**src/rtl/alu_pkg.sv**
```systemverilog
// Shared definitions for the ALU sequencer: opcodes, FSM states, instruction fields.
package alu_pkg;

  localparam int OP_W     = 4;
  localparam int ALU_OP_W = 5;

  localparam logic [OP_W-1:0] OP_NOP = 4'd0;
  localparam logic [OP_W-1:0] OP_ADD = 4'd1;
  localparam logic [OP_W-1:0] OP_SUB = 4'd2;
  localparam logic [OP_W-1:0] OP_AND = 4'd3;
  localparam logic [OP_W-1:0] OP_OR  = 4'd4;
  localparam logic [OP_W-1:0] OP_XOR = 4'd5;
  localparam logic [OP_W-1:0] OP_SRL = 4'd6;
  localparam logic [OP_W-1:0] OP_SRA = 4'd7;
  localparam logic [OP_W-1:0] OP_SLL = 4'd8;
  localparam logic [OP_W-1:0] OP_LDI = 4'd15;

  // Instruction field bit positions
  localparam int OP_MSB  = 15;
  localparam int OP_LSB  = 12;
  localparam int RD_MSB  = 11;
  localparam int RD_LSB  = 8;
  localparam int RS_MSB  = 7;
  localparam int RS_LSB  = 4;
  localparam int RT_MSB  = 3;
  localparam int RT_LSB  = 0;
  localparam int IMM_MSB = 7;
  localparam int IMM_LSB = 0;

  typedef enum logic [1:0] {
    ST_IDLE = 2'd0,
    ST_READ = 2'd1,
    ST_EXEC = 2'd2,
    ST_WB   = 2'd3
  } state_t;

  function automatic logic is_alu_op(input logic [OP_W-1:0] op);
    return (op >= OP_ADD) && (op <= OP_SLL);
  endfunction

  function automatic logic [15:0] sext_imm8(input logic [7:0] imm);
    return {{8{imm[7]}}, imm};
  endfunction

endpackage

```
**src/rtl/alu_ctrl_regfile.sv**
```systemverilog
// NREGS x DATA_W register file: two async read ports, one sync write port, sync clear.
// ALU_CTRL_R0_ZERO_EN: r0 reads as zero and writes to it are dropped.
module alu_ctrl_regfile
  import alu_pkg::*;
#(
  parameter int DATA_W = 16,
  parameter int NREGS  = 16,
  parameter int IDX_W  = $clog2(NREGS)
) (
  input  logic              clk_i,
  input  logic              rst_i,
  input  logic              we_i,
  input  logic [IDX_W-1:0]  waddr_i,
  input  logic [DATA_W-1:0] wdata_i,
  input  logic [IDX_W-1:0]  raddr_a_i,
  output logic [DATA_W-1:0] rdata_a_o,
  input  logic [IDX_W-1:0]  raddr_b_i,
  output logic [DATA_W-1:0] rdata_b_o
);

`ifdef ALU_CTRL_R0_ZERO_EN
  localparam bit R0_ZERO = 1'b1;
`else
  localparam bit R0_ZERO = 1'b0;
`endif

  logic [DATA_W-1:0] r_mem [NREGS];
  logic              w_wr_ok;

  assign w_wr_ok = we_i && !(R0_ZERO && (waddr_i == '0));

  always_ff @(posedge clk_i) begin
    if (rst_i) begin
      for (int i = 0; i < NREGS; i++) r_mem[i] <= '0;
    end else if (w_wr_ok) begin
      r_mem[waddr_i] <= wdata_i;
    end
  end

  assign rdata_a_o = (R0_ZERO && (raddr_a_i == '0)) ? '0 : r_mem[raddr_a_i];
  assign rdata_b_o = (R0_ZERO && (raddr_b_i == '0)) ? '0 : r_mem[raddr_b_i];

endmodule

```
**src/rtl/alu_ctrl.sv**
```systemverilog
// Four-state sequencer (IDLE/READ/EXEC/WB) feeding a combinational ALU and writing back.
// Optional macro ALU_CTRL_R0_ZERO_EN hard-wires r0 to zero (handled in the register file).
module alu_ctrl
  import alu_pkg::*;
#(
  parameter int DATA_W = 16,
  parameter int NREGS  = 16
) (
  input  logic              clk_i,
  input  logic              rst_i,
  input  logic [15:0]       instr_i,
  input  logic              instr_valid_i,
  output logic              instr_ready_o,
  output logic [DATA_W-1:0] alu_a_o,
  output logic [DATA_W-1:0] alu_b_o,
  output logic [4:0]        alu_opcode_o,
  input  logic [DATA_W-1:0] alu_result_i,
  output logic [DATA_W-1:0] result_o,
  output logic              done_o,
  output logic              err_o
);

  localparam int IDX_W = $clog2(NREGS);

  state_t              r_state;
  logic [15:0]         r_ir;
  logic [DATA_W-1:0]   r_alu_a;
  logic [DATA_W-1:0]   r_alu_b;
  logic [4:0]          r_alu_op;
  logic [DATA_W-1:0]   r_result;
  logic                r_done;
  logic                r_err;
  logic                r_wr;

  logic [OP_W-1:0]     w_op;
  logic [IDX_W-1:0]    w_rd;
  logic [IDX_W-1:0]    w_rs;
  logic [IDX_W-1:0]    w_rt;
  logic [7:0]          w_imm;
  logic [DATA_W-1:0]   w_rf_a;
  logic [DATA_W-1:0]   w_rf_b;
  logic                w_we;

  assign w_op  = r_ir[OP_MSB:OP_LSB];
  assign w_rd  = r_ir[RD_MSB:RD_LSB];
  assign w_rs  = r_ir[RS_MSB:RS_LSB];
  assign w_rt  = r_ir[RT_MSB:RT_LSB];
  assign w_imm = r_ir[IMM_MSB:IMM_LSB];

  // Write happens on the WB->IDLE edge; reset on that edge clears instead.
  assign w_we = (r_state == ST_WB) && r_wr;

  alu_ctrl_regfile #(
    .DATA_W (DATA_W),
    .NREGS  (NREGS)
  ) u_rf (
    .clk_i     (clk_i),
    .rst_i     (rst_i),
    .we_i      (w_we),
    .waddr_i   (w_rd),
    .wdata_i   (r_result),
    .raddr_a_i (w_rs),
    .rdata_a_o (w_rf_a),
    .raddr_b_i (w_rt),
    .rdata_b_o (w_rf_b)
  );

  always_ff @(posedge clk_i) begin
    if (rst_i) begin
      r_state  <= ST_IDLE;
      r_ir     <= '0;
      r_alu_a  <= '0;
      r_alu_b  <= '0;
      r_alu_op <= '0;
      r_result <= '0;
      r_done   <= 1'b0;
      r_err    <= 1'b0;
      r_wr     <= 1'b0;
    end else begin
      r_done <= 1'b0;
      r_err  <= 1'b0;
      r_wr   <= 1'b0;
      case (r_state)
        ST_IDLE: begin
          if (instr_valid_i) begin
            r_ir    <= instr_i;
            r_state <= ST_READ;
          end
        end
        ST_READ: begin
          // Operand registers double as the EXEC-cycle ALU drive.
          r_alu_a  <= w_rf_a;
          r_alu_b  <= w_rf_b;
          r_alu_op <= is_alu_op(w_op) ? {1'b0, w_op} : '0;
          r_state  <= ST_EXEC;
        end
        ST_EXEC: begin
          r_alu_a  <= '0;
          r_alu_b  <= '0;
          r_alu_op <= '0;
          r_state  <= ST_WB;
          if (is_alu_op(w_op)) begin
            r_result <= alu_result_i;
            r_done   <= 1'b1;
            r_wr     <= 1'b1;
          end else if (w_op == OP_LDI) begin
            r_result <= sext_imm8(w_imm);
            r_done   <= 1'b1;
            r_wr     <= 1'b1;
          end else if (w_op == OP_NOP) begin
            r_result <= '0;
            r_done   <= 1'b1;
          end else begin
            r_result <= '0;
            r_err    <= 1'b1;
          end
        end
        ST_WB: begin
          r_result <= '0;
          r_state  <= ST_IDLE;
        end
        default: r_state <= ST_IDLE;
      endcase
    end
  end

  assign instr_ready_o = (r_state == ST_IDLE);
  assign alu_a_o       = r_alu_a;
  assign alu_b_o       = r_alu_b;
  assign alu_opcode_o  = r_alu_op;
  assign result_o      = r_result;
  assign done_o        = r_done;
  assign err_o         = r_err;

endmodule

```
**config.mk**
```make
export PLATFORM = sky130hd
export DESIGN_NAME = alu_ctrl
export DESIGN_NICKNAME = d
export VERILOG_FILES = /design/src/rtl/alu_pkg.sv /design/src/rtl/alu_ctrl_regfile.sv /design/src/rtl/alu_ctrl.sv
export SDC_FILE = /design/constraint.sdc
export NUM_CORES = 1
export LEC_CHECK = 0
export ABC_AREA = 1
export BUFFER_PORTS_ARGS = -buffer_cell sky130_fd_sc_hd__buf_2
export CAP_MARGIN = 30
export CORE_MARGIN = 2
export CORE_UTILIZATION = 55
export CTS_BUF_LIST = sky130_fd_sc_hd__clkbuf_4 sky130_fd_sc_hd__clkbuf_8
export CTS_CLUSTER_SIZE = 25
export DETAILED_ROUTE_END_ITERATION = 7
export PLACE_DENSITY = 0.71
export SYNTH_ARGS = -nofsm -noshare
export SYNTH_HDL_FRONTEND = slang
export SYNTH_SLANG_ARGS = --single-unit
```
**constraint.sdc**
```tcl
create_clock -name clk_i -period 3.6 [get_ports clk_i]
set_input_delay 0.72 -clock clk_i [delete_from_list [all_inputs] [get_ports clk_i]]
set_output_delay 0.72 -clock clk_i [all_outputs]
set_load 0.02 [all_outputs]
```
-- After elaboration in Yosys (flattened, before gate mapping)
Memories as Yosys holds them, arrays and structs flattened. A register that Yosys moved wholly into a read port is not among the register bits.
Cells that the tools add are included.
- register bits: 74
- bits in writable memories: 256
- input bits: 35
- output and inout port bits: 56
- word-level logic and storage cells: 55
- memories kept: 1
- memories (name ; depth ; width ; rd ports ; clocked after Yosys merged registers in ; wr ports ; RTL line ; text):
    u_rf.r_mem ; 16 ; 16 ; 2 ; 2 ; 16 ; alu_ctrl_regfile.sv:27 ; logic [DATA_W-1:0] r_mem [NREGS];
- order comparisons: 2
- equality and inequality tests: 5
- multiplexer cells: 27
- bitwise logic cells: 1
- reductions and logical operators: 10
- operators by type and width (cell ; count):
    case mux 16 bit (2 select lines) ; 3
    two-way mux 16 bit ; 3
    two-way mux 4 bit ; 6
    OR reduction 16 bit ; 1
    two-way mux 1 bit ; 12
    case mux 5 bit (2 select lines) ; 1
    case mux 2 bit (4 select lines) ; 1
    == test 2 bit, second input constant ; 2
    == test 4 bit, second input constant ; 1
    >= comparator 4 x 1 -> 1 bit, second input constant ; 1
    <= comparator 4 bit, second input constant ; 1
    logical NOT 4 bit ; 1
    nonzero test 2 bit ; 2
    OR reduction 4 bit ; 1
    == test 2 x 1 -> 1 bit, second input constant ; 1
    logical AND 1 bit ; 2
    logical NOT 2 bit ; 1
    two-way mux 2 bit ; 1
    != test 2 bit, second input constant ; 1
    AND reduction 2 bit ; 1
    OR reduction 2 bit ; 1
    inverter 1 bit ; 1

-- Longest topological paths before layout
- depth in word-level cells: 7
- mapped depth: 10
- mapped depth without buffers: 8

-- Modules after synthesis
A second synthesis with hierarchy kept.
- cells, all modules: 2346
- area, all modules: 17833.4 µm²
- modules (own cells, without submodules) (module ; times used ; cells an instance ; area each (µm²) ; sequential area each (µm²)):
    alu_ctrl_regfile ; 1 ; 1966 ; 14853.0 ; 7687.4
    alu_ctrl ; 1 ; 380 ; 2980.4 ; 1461.4

-- Least setup slack after synthesis
No wires, ideal clock.
- path kind: input to register
- start point: in rst_i
- end point: mem u_rf.r_mem[12][0] (enable)
- setup time: 0.372 ns
- arrival: 2.035 ns
- data required time: 3.228 ns
- path slack: 1.193 ns
- cell stages on the path: 7
- path buffers: 2
- cell sequence: buf_6 > inv_4 > nand3_4 > nor3_4 > nand2_4 > buf_6 > nand2_1
- RTL lines (element ; RTL line ; text):
    from (decl) ; alu_ctrl.sv:10 ; input logic rst_i,
    to (decl) ; alu_ctrl_regfile.sv:27 ;

==> impl_metrics.csv <==
group,metric,value,unit
final_layout,layout-drive-gt1-share,15.0,%
worst_setup_path,cp_max_fo,17,
yosys,ys_seq_area_share,51.3,%
final_layout,regArea,9320,µm²
route,met1_length,24.4,mm
route,drt-initial-drc-count,2778,
yosys,synth.most_common_cell,"nand2_1",
pwr,power_leakage,8.78,nW
final_layout,fillCellCount,2916,
route,ant_nets,0,
worst_setup_path,start_kind,"flip-flop",
route,drt-total-wl,61.5,mm
timing,hold_ws,0.373,ns
worst_setup_path,critPathKind,"reg -> reg",
timing,hold_viol,0,
timing,maxSlewViolCount,0,
clock_network,htree_levels,2,
route,wl_per_cell,21.7,µm
timing,fmax,0.375,GHz
grt,grt_pass1_wl,91.4,mm
clock_network,cts_setup_buffers,0,
yosys,synth_cell_types,28,
placed_design,dp_hpwl,41.5,mm
grt,antenna_found_initial,0,
yosys,avgSynthCellArea,7.84,µm²
worst_setup_path,endpoint_kind,"flip-flop",
worst_setup_path,crit_path_max_incr_delay,0.60,ns
floorplanning,pin_count,91,
status,status,"finished clean",
yosys,async_flop_share,0,%
route,dr_wl_met2,24.8,mm
yosys,synth_edf_count,256,
yosys,synth_cells,2314,
placed_design,io_buffers,89,
placed_design,dp.cells,2731,
timing,tightest_slew,1.09,ns
yosys,synth.ff_latch_count,337,
grt,grt_overflow_total,0,
yosys,syn_area,18100,µm²
pwr,power.density,712,nW/µm²
route,top_layer_used,"met4",
pwr,ir_drop,0.000855,V
final_layout,diodes,0,
clock_network,clock_latency,0.64,ns
final_layout,nNetsFinal,2385,
worst_setup_path,cp_slowest_cell,"nand2_1",
route,vias,16500,
clock_network,cts-root-buf,"clkbuf_8",
grt,grt_pass1_vias,14900,
route,route.detailed.drc,0,
timing,finalCritPeriodShare,74.0,%
timing,fin_crit,2.66,ns
yosys,synth_area_leaders,"edfxtp_1 (42%), nand2_1 (14%), nand3_1 (12%), dfxtp_1 (8.9%), inv_1 (5.9%)",
floorplanning,die_w,186,µm
floorplanning,die_y,186,µm
worst_setup_path,path_cells,"ha_1, nand3_4, nor3_4, nand2_4, nand2_1",
yosys,synth_top_area_share,42.4,%
route,drtPass1Iterations,8,
timing,finalClockSkew,0.0506,ns
route,met3_length,9.07,mm
clock_network,clock-sinks,337,
placed_design,gp_congestion,0.939,
worst_setup_path,worstPathArrival,2.90,ns
floorplanning,start_util,55.8,%
worst_setup_path,cp_data_required_time,3.83,ns
timing,setup-violations-final,0,
pwr,p_total,14.3,mW
final_layout,multi_input_comb_area,6930,µm²
yosys,synth-main-ff-cell,"edfxtp_1",
final_layout,area_delta_synth_final,10.4,%
route,drt-vias-per-instance,5.83,
timing,fin_setup_tns,0,ns
clock_network,cts.path.max_buffers,3,
floorplanning,core_area,32500,µm²
clock_network,cts_buffers,55,
timing,rsz0062_at_grt,"no",
yosys,yosys.area.top_type,"edfxtp_1",
clock_network,clk_pin_slew,0.06,ns
floorplanning,die_area,34500,µm²
min_path,hp-class,"in -> reg",
clock_network,cts_tree,"yes",
run,cap_violations,0,
timing,maxSlewHeadroom,27.0,%
floorplanning,rows,66,
grt,grtUsageTotal,36.2,%
yosys,syn-num-nets,2353,
clock_network,cts-resized-gates,0,
worst_setup_path,rrSetupSlack,0.94,ns
grt,grt_max_degree,67,
clock_network,holdBufCountCts,0,
yosys,ys_warn_count,0,
yosys,synth_commonest_cells,"nand2_1 (666), nand3_1 (451), inv_1 (287)",
final_layout,layoutNonFillerInstCount,2833,
==> sequential cells by signal (all words and copies together) (netlist names), 2 cells and up, named ones only <==
register / cells
r_state: 2
result_o: 16
alu_b_o: 16
u_rf.r_mem: 256
alu_a_o: 16
r_ir: 16
alu_opcode_o: 4
==> worst paths after layout <==
kind                                   from               end  depth (start not counted)
worst min register to register  alu_b_o[14]       alu_b_o[14]                          2
worst min-delay path            instr_i[12]          r_ir[12]                          3
worst max-delay path             r_state[1]  u_rf.r_mem[1][0]                          5
worst max register to register   r_state[1]  u_rf.r_mem[1][0]                          5
==> per-layer routing <==
layer,GRT usage [%],vias to the layer above
met5,0,-
met4,17.1,0
met3,10.8,212
met2,49.2,1238
met1,52.7,7622
li1,-,7457
==> cell families (layout without fill, tap and decap cells) <==
family / Yosys count / in the layout / synth area share, %
AND/OR/NAND/NOR: 1426 / 1426 / 35.0
buffers and inverters: 451 / 528 / 10.5
flip-flops: 337 / 337 / 51.3
AO/OA/AOI/OAI: 95 / 95 / 2.88
adder cells (fa/ha/maj): 4 / 4 / 0.276
other: 1 / 1 / 0.0207
==> layout make-up <==
class	count	share of cell area [%]
Clock buffer	77	4.79
Clock inverter	25	1.01
Multi-Input combinational cell	1526	34.6
Sequential cell	337	46.5
Tap cell	442	2.76
Inverter	295	5.55
Timing Repair Buffer	131	4.81
==> where the power goes <==
group | internal (mW) | total (mW) | switching, mW
Sequential | 4.59 | 4.83 | 0.236
Combinational | 1.50 | 5.89 | 4.39
Clock | 1.94 | 3.55 | 1.60
Total | 8.04 | 14.3 | 6.23
==> critical path: cells and delay by family, from the launching register on <==
kind          cells  cell delay, ns
fa+ha+maj         1            0.29
simple gates      4            1.63
flops             1            0.35
==> placed cells by master, fill, tap and decap left out, types with 2 or more instances in the layout <==
cell          n
dfxtp_1      77
buf_16        7
nor2_2       99
nor3_1        2
inv_1       285
clkbuf_4     16
nand2_1     666
buf_2        89
o211ai_1     16
ha_1          4
dfxtp_4       2
clkinv_1      8
bufinv_16     3
o21ai_0      17
dfxtp_2       2
a21oi_1      59
edfxtp_1    256
clkbuf_8     61
nand3_1     451
buf_12        5
nor2_1      186
nand2_4      16
buf_4        30
inv_2         5
clkinv_2     15
nor3_4        4
clkinvlp_4    2
==> stage by stage <==
stage          setup WS, ns  utilization (%)  instance area, µm²
2_1_floorplan          1.19                -               18100
3_3_place_gp          0.776             57.2               18600
3_5_place_dp          0.746             58.0               18900
4_1_cts               0.997             61.6               20000
5_1_grt               0.855             61.6               20000
6_report              0.936             61.6               20000
No activity file was read; power rests on OpenSTA's default activity.
